### config.mk
export PLATFORM = sky130hd
export DESIGN_NAME = commit_unit
export DESIGN_NICKNAME = d
export VERILOG_FILES = /design/src/rtl/commit_unit_pkg.sv /design/src/rtl/commit_unit.sv
export SDC_FILE = /design/constraint.sdc
export NUM_CORES = 1
export LEC_CHECK = 0
export CAP_MARGIN = 25
export CORE_MARGIN = 3
export CORE_UTILIZATION = 38
export DETAILED_ROUTE_END_ITERATION = 6
export PLACE_DENSITY = 0.73
export SLEW_MARGIN = 10
export SYNTH_ARGS = -nofsm -noshare
export SYNTH_HDL_FRONTEND = slang
export SYNTH_SLANG_ARGS = --single-unit
### constraint.sdc
create_clock -name clk -period 2.3 [get_ports clk]
set_input_delay 0.345 -clock clk [delete_from_list [all_inputs] [get_ports clk]]
set_output_delay 0.345 -clock clk [all_outputs]
set_load 0.02 [all_outputs]
### src/rtl/commit_unit_pkg.sv
// Shared types and constants for the ROB commit unit.
//
// Contents:
//   CU_XLEN        default datapath width used by the ROB entry payload
//   ITYPE_*        instruction-class encodings carried in ROB_entry_t.itype
//   ROB_entry_t    packed ROB head entry as seen by the commit unit
//   commit_state_t retirement controller states
package commit_unit_pkg;

    localparam int CU_XLEN = 32;

    localparam logic [1:0] ITYPE_BRANCH = 2'b00;
    localparam logic [1:0] ITYPE_STORE  = 2'b01;
    localparam logic [1:0] ITYPE_ALU    = 2'b10;
    localparam logic [1:0] ITYPE_LOAD   = 2'b11;

    // branch_result = 1 marks a mispredicted branch whose target PC is in value.
    typedef struct packed {
        logic [1:0]         itype;
        logic [3:0]         ROB_number;
        logic [4:0]         dest_reg;
        logic [CU_XLEN-1:0] value;
        logic               branch_result;
    } ROB_entry_t;

    typedef enum logic [1:0] {
        RUN        = 2'd0,
        STORE_WAIT = 2'd1,
        FLUSH      = 2'd2
    } commit_state_t;

endpackage

### src/rtl/commit_unit.sv
// In-order retirement controller sitting on the ROB head.
//
// Retires at most one entry per cycle: ALU/LOAD results go to the register
// file, stores are authorised to the store buffer through a valid/ready
// handshake, and a mispredicted branch starts a FLUSH_CYCLES-long flush with
// a registered redirect PC.
//
// Ports:
//   clk, reset          clock (rising edge), asynchronous active-low reset
//   head                ROB head entry
//   head_valid/ready    ROB non-empty / head result present
//   rd_en               dequeue the ROB head this cycle
//   rf_we/waddr/wdata   register-file write port
//   rf_wrob             ROB number of the retiring ALU/LOAD entry (RAT clear)
//   st_commit_valid/rob store authorisation to the store buffer
//   st_commit_ready     store buffer accepted the authorisation
//   flush, redirect_pc  pipeline squash and fetch restart address (registered)
//   retired_count       free-running count of retired instructions
module commit_unit
    import commit_unit_pkg::*;
#(
    parameter int FLUSH_CYCLES = 2,
    parameter int XLEN         = CU_XLEN
) (
    input  logic            clk,
    input  logic            reset,
    input  ROB_entry_t      head,
    input  logic            head_valid,
    input  logic            head_ready,
    output logic            rd_en,
    output logic            rf_we,
    output logic [4:0]      rf_waddr,
    output logic [XLEN-1:0] rf_wdata,
    output logic [3:0]      rf_wrob,
    output logic            st_commit_valid,
    output logic [3:0]      st_commit_rob,
    input  logic            st_commit_ready,
    output logic            flush,
    output logic [XLEN-1:0] redirect_pc,
    output logic [31:0]     retired_count
);

    commit_state_t   state_q, state_d;
    logic [3:0]      flushCnt_q, flushCnt_d;
    logic [XLEN-1:0] redirectPc_q, redirectPc_d;
    logic            flush_q, flush_d;
    logic [3:0]      storeRob_q, storeRob_d;
    logic [31:0]     retiredCount_q, retiredCount_d;

    logic            rdEn, rfWe, stValid;
    logic [4:0]      rfWaddr;
    logic [XLEN-1:0] rfWdata;
    logic [3:0]      rfWrob, stRob;
    logic            retireable;

    assign retireable = head_valid && head_ready;

    // Next-state and Mealy strobe decode from the registered state and the
    // current head. The store's ROB number is captured on entry to STORE_WAIT
    // so st_commit_rob stays stable for the whole handshake.
    always_comb begin
        state_d      = state_q;
        flushCnt_d   = flushCnt_q;
        redirectPc_d = redirectPc_q;
        flush_d      = flush_q;
        storeRob_d   = storeRob_q;
        rdEn         = 1'b0;
        rfWe         = 1'b0;
        rfWaddr      = '0;
        rfWdata      = '0;
        rfWrob       = '0;
        stValid      = 1'b0;
        stRob        = '0;

        case (state_q)
            RUN: begin
                if (retireable) begin
                    case (head.itype)
                        ITYPE_ALU, ITYPE_LOAD: begin
                            rdEn    = 1'b1;
                            rfWe    = (head.dest_reg != 5'd0);
                            rfWaddr = head.dest_reg;
                            rfWdata = head.value;
                            rfWrob  = head.ROB_number;
                        end
                        ITYPE_STORE: begin
                            stValid    = 1'b1;
                            stRob      = head.ROB_number;
                            storeRob_d = head.ROB_number;
                            if (st_commit_ready) begin
                                rdEn = 1'b1;
                            end else begin
                                state_d = STORE_WAIT;
                            end
                        end
                        default: begin
                            rdEn = 1'b1;
                            if (head.branch_result) begin
                                redirectPc_d = head.value;
                                flushCnt_d   = 4'(FLUSH_CYCLES);
                                flush_d      = 1'b1;
                                state_d      = FLUSH;
                            end
                        end
                    endcase
                end
            end
            STORE_WAIT: begin
                stValid = 1'b1;
                stRob   = storeRob_q;
                if (st_commit_ready) begin
                    rdEn    = 1'b1;
                    state_d = RUN;
                end
            end
            FLUSH: begin
                // The counter value 1 marks the last flush cycle.
                if (flushCnt_q <= 4'd1) begin
                    flush_d = 1'b0;
                    state_d = RUN;
                end else begin
                    flushCnt_d = flushCnt_q - 4'd1;
                end
            end
            default: begin
                state_d = RUN;
            end
        endcase

        retiredCount_d = retiredCount_q + {31'd0, rdEn};
    end

    always_ff @(posedge clk or negedge reset) begin
        if (!reset) begin
            state_q        <= RUN;
            flushCnt_q     <= '0;
            redirectPc_q   <= '0;
            flush_q        <= 1'b0;
            storeRob_q     <= '0;
            retiredCount_q <= '0;
        end else begin
            state_q        <= state_d;
            flushCnt_q     <= flushCnt_d;
            redirectPc_q   <= redirectPc_d;
            flush_q        <= flush_d;
            storeRob_q     <= storeRob_d;
            retiredCount_q <= retiredCount_d;
        end
    end

    // The Mealy strobes are gated by reset so that every output drops to zero
    // as soon as reset is asserted, not just at the next clock edge.
    assign rd_en           = rdEn && reset;
    assign rf_we           = rfWe && reset;
    assign rf_waddr        = reset ? rfWaddr : '0;
    assign rf_wdata        = reset ? rfWdata : '0;
    assign rf_wrob         = reset ? rfWrob  : '0;
    assign st_commit_valid = stValid && reset;
    assign st_commit_rob   = reset ? stRob   : '0;
    assign flush           = flush_q;
    assign redirect_pc     = redirectPc_q;
    assign retired_count   = retiredCount_q;

endmodule
==> flow_summary.toml, run 1 <==
[yosys]
async_reset_ff_share_pct = 100
synth_fp_nets = 357
synthCells = 304
synth_seq_cells = 75
synth-edff-count = 0
seq_area_frac_synth_pct = 52.7
syn_avg_cell_area_sq_um = 11.7
yosys_warnings = 0
syn_area_sq_um = 3560
ys_types = 40
ys.flop_type = "dfrtp_1"

[timing]
setup_viol = 0
tightest_slew_ns = 0.677
hold_viol = 0
fin_skew_ns = 0.00857
fmax_ghz = 0.445
drv_slew = 0
min_period_ns = 2.25
finalWorstSetupSlack_ns = 0.0504
slew_headroom_pct = 54.5
fin_crit_sh_pct = 97.8
setup-tns-final_ns = 0
hold_slack_ns = 0.0234

[drt]
vias_per_cell = 5.02
wl_per_cell_microns = 15.8
drc_errors = 0
wl_mm = 9.53
vias = 3029
drt_first_pass_iters = 4
ant_nets = 0
drtIter0Drc = 56

[floorplan]
die_y_microns = 103
die_x_microns = 103
num_rows = 34
die_area_sq_um = 10600
ioPinCount = 162
core_sq_um = 8930
initial_utilization_pct = 39.9

[grt]
grt_start_max_net_pins = 76
grt_pass1_wl_mm = 15.1
grt_usage_pct = 18.2
antenna_found_initial = 0
overflow = 0
grt_pass1_vias = 3096

[cells_and_area]
layout_commonest_cell = "clkdlybuf4s50_1"
layout_common_cells = "clkdlybuf4s50_1 (112), dfrtp_1 (75), and2_1 (45), clkdlybuf4s15_2 (40), mux2_2 (35)"
fin_cells = 603
diodes = 0
syn_to_final_growth_pct = 60.3
final_util_pct = 63.9
drive_above_1_share_pct = 27.3
nNetsFinal = 544

[placed_design]
gp_congestion = 0.829
port_buffers = 161
place_ws_ns = -0.336
place_inst = 585
dp_hpwl_mm = 7.23

[hold_path]
hp-class = "in -> async"

[cts]
clock_sinks = 75
htreeDepth = 3
cts_tree = "built"
cts_root_buf = "clkbuf_8"
clockBufferDepth = 2
cts-hold-fix-buffers = 0
clk_pin_slew_ns = 0.08
cts_made_buffers = 9
clock_latency_ns = 0.34

[pwr]
netSwitchingPower_w = 0.00138
swShare_pct = 31.4
p_int_w = 0.00301
seqPwrFrac_pct = 41.2
cellLeakagePower_nw = 2.48
powerDensity_nw_per_um2 = 770
combinationalPowerShare_pct = 34.4
worst_ir_drop_vdd_v = 0.000642
power_frac_clock_pct = 24.5

[worst_setup_path]
cp.arrival_ns = 2.50
cp_max_fo = 4
required_ns = 2.55
crit_type = "in -> reg"
worst_setup_path_end_kind = "flop"
start_kind = "primary input"
r2r_slack_ns = 0.09

[run_status]
run_status = "completed"

[job]
maxCapViolCount = 0
stage by stage:
| stage | total power [W] | instance area [sq um] |
|---|---|---|
| 4_1_cts | 0.00445 | 5680 |
| 3_3_place_gp | 0.00331 | 5420 |
| 5_1_grt | 0.00464 | 5710 |
| 3_5_place_dp | 0.00336 | 5420 |
| 6_report | 0.00440 | 5710 |
| 2_1_floorplan | 0.00254 | 3560 |
metal layers:
metal / track usage [%] / part of all wire [%]
met2: 31.3 / 49
met5: 0 / 0
met3: 5.28 / 9.5
met1: 22.2 / 40
met4: 5.58 / 1.4
what timing repair did:
action,4_1_cts,5_1_grt
gates cloned,0,0
pin swaps,0,1
resized for setup,134,15
setup buffers,0,2
setup endpoints to repair,48,72
kinds of logic (layout without fill, tap and decap cells):
logic type	after synthesis	after routing	synth area share (%)
AO/OA/AOI/OAI	16	16	3.09
XOR/XNOR	31	31	7.62
adder cells (fa/ha/maj)	4	4	1.40
buffers and inverters	19	210	2.98
flip-flops	75	75	52.7
multiplexers	36	36	11.4
AND/OR/NAND/NOR	123	123	20.9
area by class of cell:
cell class	instances	area [sq um]
Inverter	6	22.5
Fill cell	760	3220
Clock buffer	10	128
Clock inverter	5	78.8
Timing Repair Buffer	189	1870
Sequential cell	75	1880
Multi-Input combinational cell	210	1600
Tap cell	108	135
power groups by stage:
stage          logic (W)  registers (W)  clock network [W]
4_1_cts          0.00152        0.00181            0.00111
6_report         0.00151        0.00181            0.00108
3_5_place_dp     0.00152        0.00184                  0
3_3_place_gp     0.00149        0.00182                  0
2_1_floorplan   0.000434        0.00211                  0
5_1_grt          0.00162        0.00186            0.00116
registers in the layout, indices dropped and copies added (netlist names):
| signal | cells |
|---|---|
| redirect_pc | 32 |
| state_q | 2 |
| retired_count | 32 |
| storeRob_q | 4 |
| flush | 1 |
| flushCnt_q | 4 |
Yosys cell counts (5+ instances only):
library cell	n	share of area, %
and2_1	45	7.9
and3_1	6	1.1
clkbuf_1	5	0.53
dfrtp_1	75	53
inv_1	6	0.63
mux2_2	35	11
nand2_1	10	1.1
nand3_1	13	1.8
nand4_1	15	2.6
nor2_1	15	1.6
xnor2_1	26	6.4
xor2_1	5	1.2
final timing paths:
check                                                   end                         from  cells past startpoint
worst max-delay path            retired_count[30]$_DFF_PN0_                     head[43]                     11
max in group asynchronous       retired_count[21]$_DFF_PN0_                        reset                      3
worst max register to register  retired_count[30]$_DFF_PN0_       state_q[0]$_DFFE_PN0P_                     10
worst min register to register  retired_count[31]$_DFF_PN0_  retired_count[31]$_DFF_PN0_                      1
min in group clk                retired_count[31]$_DFF_PN0_  retired_count[31]$_DFF_PN0_                      1
worst min-delay path            retired_count[25]$_DFF_PN0_                        reset                      2
worst max-delay path, stage by stage:
cell and delay [ns]:
clkdlybuf4s50_1 0.52, inv_1 0.07, a21oi_1 0.12, nor2_1 0.08, nor3_2 0.17, ha_2 0.23, ha_1 0.17, and4_4 0.26
and2_1 0.15, nand4_1 0.12, xnor2_1 0.27
Note: power is estimated with default switching activity, not from simulation.
==> run 2: changes to the inputs <==
--- a/config.mk
+++ b/config.mk
@@ -5,11 +5,13 @@
 export SDC_FILE = /design/constraint.sdc
 export NUM_CORES = 1
 export LEC_CHECK = 0
+export ABC_AREA = 1
 export CAP_MARGIN = 25
 export CORE_MARGIN = 3
-export CORE_UTILIZATION = 38
+export CORE_UTILIZATION = 39
 export DETAILED_ROUTE_END_ITERATION = 6
 export PLACE_DENSITY = 0.73
+export SETUP_SLACK_MARGIN = 0.02
 export SLEW_MARGIN = 10
 export SYNTH_ARGS = -nofsm -noshare
 export SYNTH_HDL_FRONTEND = slang
==> constraint.sdc (replaced) <==
create_clock -name clk -period 2.3 [get_ports clk]
set_input_delay 0.345 -clock clk [delete_from_list [all_inputs] [get_ports clk]]
set_output_delay 0.345 -clock clk [all_outputs]
set_load 0.1 [all_outputs]
==> flow_summary.toml, run 2 <==
[drt]
drc_errors = 0
ant_nets = 0
vias_per_cell = 4.71
drtIter0Drc = 169
vias = 3970
drt_first_pass_iters = 6
wl_mm = 11.9
wl_per_cell_microns = 14.1

[pwr]
finalPower_w = 0.00549
worst_ir_drop_vdd_v = 0.000543
powerDensity_nw_per_um2 = 855
cellLeakagePower_nw = 3.15

[cells_and_area]
layout_common_cells = "nand2_1 (170), nor2_1 (101), buf_4 (82), dfrtp_1 (74), inv_1 (63)"
layout_commonest_cell = "nand2_1"
multi_input_area_sq_um = 1770
syn_to_final_growth_pct = 64.2
diodes = 0
regArea_sq_um = 1880
nNetsFinal = 762
fillCellCount = 782
drive_above_1_share_pct = 24.1

[timing]
setup-tns-final_ns = 0
hold_viol = 0
fin_crit_sh_pct = 96.1
fin_skew_ns = 0.00895
min_period_ns = 2.21
setup_viol = 0
hold_slack_ns = 0.492
slew_headroom_pct = 78.4
rsz0062_at_grt = "false"
tightest_slew_ns = 0.321
fmax_ghz = 0.453
drv_slew = 0

[worst_setup_path]
required_ns = 1.96
cp-startpoint = "reset"
worst_setup_path_end_kind = "primary output"
start_kind = "primary input"
crit_type = "in -> out"
rr_startpoint = "state_q[1]$_DFFE_PN0P_"
cp.arrival_ns = 1.86
cp_max_fo = 35

[yosys]
seq_area_frac_synth_pct = 48.0
synth_largest_area_cell = "dfrtp_1"
yosysTopAreaCellShare_pct = 48.0
synth_fp_nets = 581
yosys-top-cells-count = "nand2_1 (170), nor2_1 (105), dfrtp_1 (75)"
synthTopCellsByArea = "dfrtp_1 (48%), nand2_1 (16%), nor2_1 (10%)"
synth-edff-count = 0
synthCells = 528
syn_avg_cell_area_sq_um = 7.40
syn_area_sq_um = 3910
synth_seq_cells = 75
post-synth-top-count-cell = "nand2_1"
ys.flop_type = "dfrtp_1"
async_reset_ff_share_pct = 100
yosys_warnings = 0
ys_types = 25

[cts]
clk_pin_slew_ns = 0.08
cts_root_buf = "clkbuf_8"
htreeDepth = 3
clockBufferDepth = 2
cts_made_buffers = 9
clock_sinks = 75
clock_latency_ns = 0.34
cts_tree = "built"

[floorplan]
ioPinCount = 162
core_sq_um = 9500
die_x_microns = 106
initial_utilization_pct = 41.1
die_y_microns = 106
die_area_sq_um = 11300
num_rows = 35

[grt]
grt_pass1_wl_mm = 19.7
grt_start_max_net_pins = 76
grt_usage_pct = 21.7
antenna_found_initial = 0
overflow = 0
grt_pass1_vias = 4088

[placed_design]
gp_congestion = 0.944
port_buffers = 161
dp_hpwl_mm = 9.37

[hold_path]
hp-class = "reg -> reg"
worstHoldStart = "redirect_pc[9]$_DFFE_PN0P_"

[job]
maxCapViolCount = 0

[run_status]
run_status = "completed"
## run 2: cell types whose count changed in the layout (fill, tap and decap cells not counted), sizes merged, moves of 39 or more
| cell | before | now |
|---|---|---|
| nand2 | 10 | 172 |
| buf | 31 | 133 |
| nor2 | 15 | 112 |
| clkdlybuf4s50 | 112 | 47 |
| inv | 6 | 66 |
| and2 | 45 | 0 |
| clkdlybuf4s15 | 40 | 0 |
| o21ai | 2 | 41 |
## run 2: cell families after synthesis
family                   synth area share (%)
buffers and inverters                    8.14
XOR/XNOR                                 3.59
flip-flops                               48.0
adder cells (fa/ha/maj)                  1.28
AND/OR/NAND/NOR                          32.7
AO/OA/AOI/OAI                            6.25
## run 2: final cells by class
class / count / area share, %
timing repair buffer: 181 / 33.1
sequential: 75 / 29.3
multi-input combinational: 377 / 27.5
inverter: 65 / 3.80
tap: 129 / 2.52
clock buffer: 10 / 1.99
clock inverter: 6 / 1.76
## run 2: stage by stage
| stage | utilization [%] | setup WS (ns) | instances | area [sq um] |
|---|---|---|---|---|
| after detailed placement | 64.2 | -0.102 | 824 | 6100 |
| after CTS | 66.7 | 0.0206 | 840 | 6340 |
| after global placement | 64.2 | 0.0173 | 824 | 6100 |
| final | 67.5 | 0.0903 | 843 | 6410 |
| after global routing | 67.5 | 0.0261 | 843 | 6410 |
| after floorplan | - | -0.277 | 528 | 3940 |
## run 2: path summary, 6_finish.rpt
path,end,slack [ns],cells after the start
min in group asynchronous,storeRob_q[3]$_DFFE_PN0P_,0.53,3
worst max-delay path,rf_waddr[2],0.09,6
max in group asynchronous,redirect_pc[0]$_DFFE_PN0P_,1.21,4
worst min-delay path,redirect_pc[9]$_DFFE_PN0P_,0.49,2
worst min register to register,redirect_pc[9]$_DFFE_PN0P_,0.49,2
worst max register to register,retired_count[30]$_DFF_PN0_,0.24,14
## run 2: per-layer routing
metal	GRT usage (%)	vias up	share of wire, %	wire length, microns
met2	37.5	152	50	5910
met5	0	-	0	0
met3	7.16	15	8.6	1030
met4	6.85	0	1.5	184
li1	-	1973	-	-
met1	25.5	1830	40	4780
## run 2: repair_timing
| action | CTS | global route |
|---|---|---|
| setup endpoints to repair | 0 | 10 |
| resized for setup | 0 | 7 |
| hold buffers | 0 | 1 |
| setup buffers | 0 | 1 |
| hold endpoints to repair | 0 | 14 |
## run 2: where the power goes
group / internal [W] / total (W) / switching (W)
Combinational: 0.000560 / 0.00253 / 0.00197
Sequential: 0.00155 / 0.00173 / 0.000185
Clock: 0.000726 / 0.00123 / 0.000502
## run 2: worst max-delay path, stage by stage
cell and delay, ns:
dlygate4sd3_1 0.52, buf_4 0.13, nand4_1 0.19, buf_12 0.24
nor2_1 0.21, buf_12 0.21
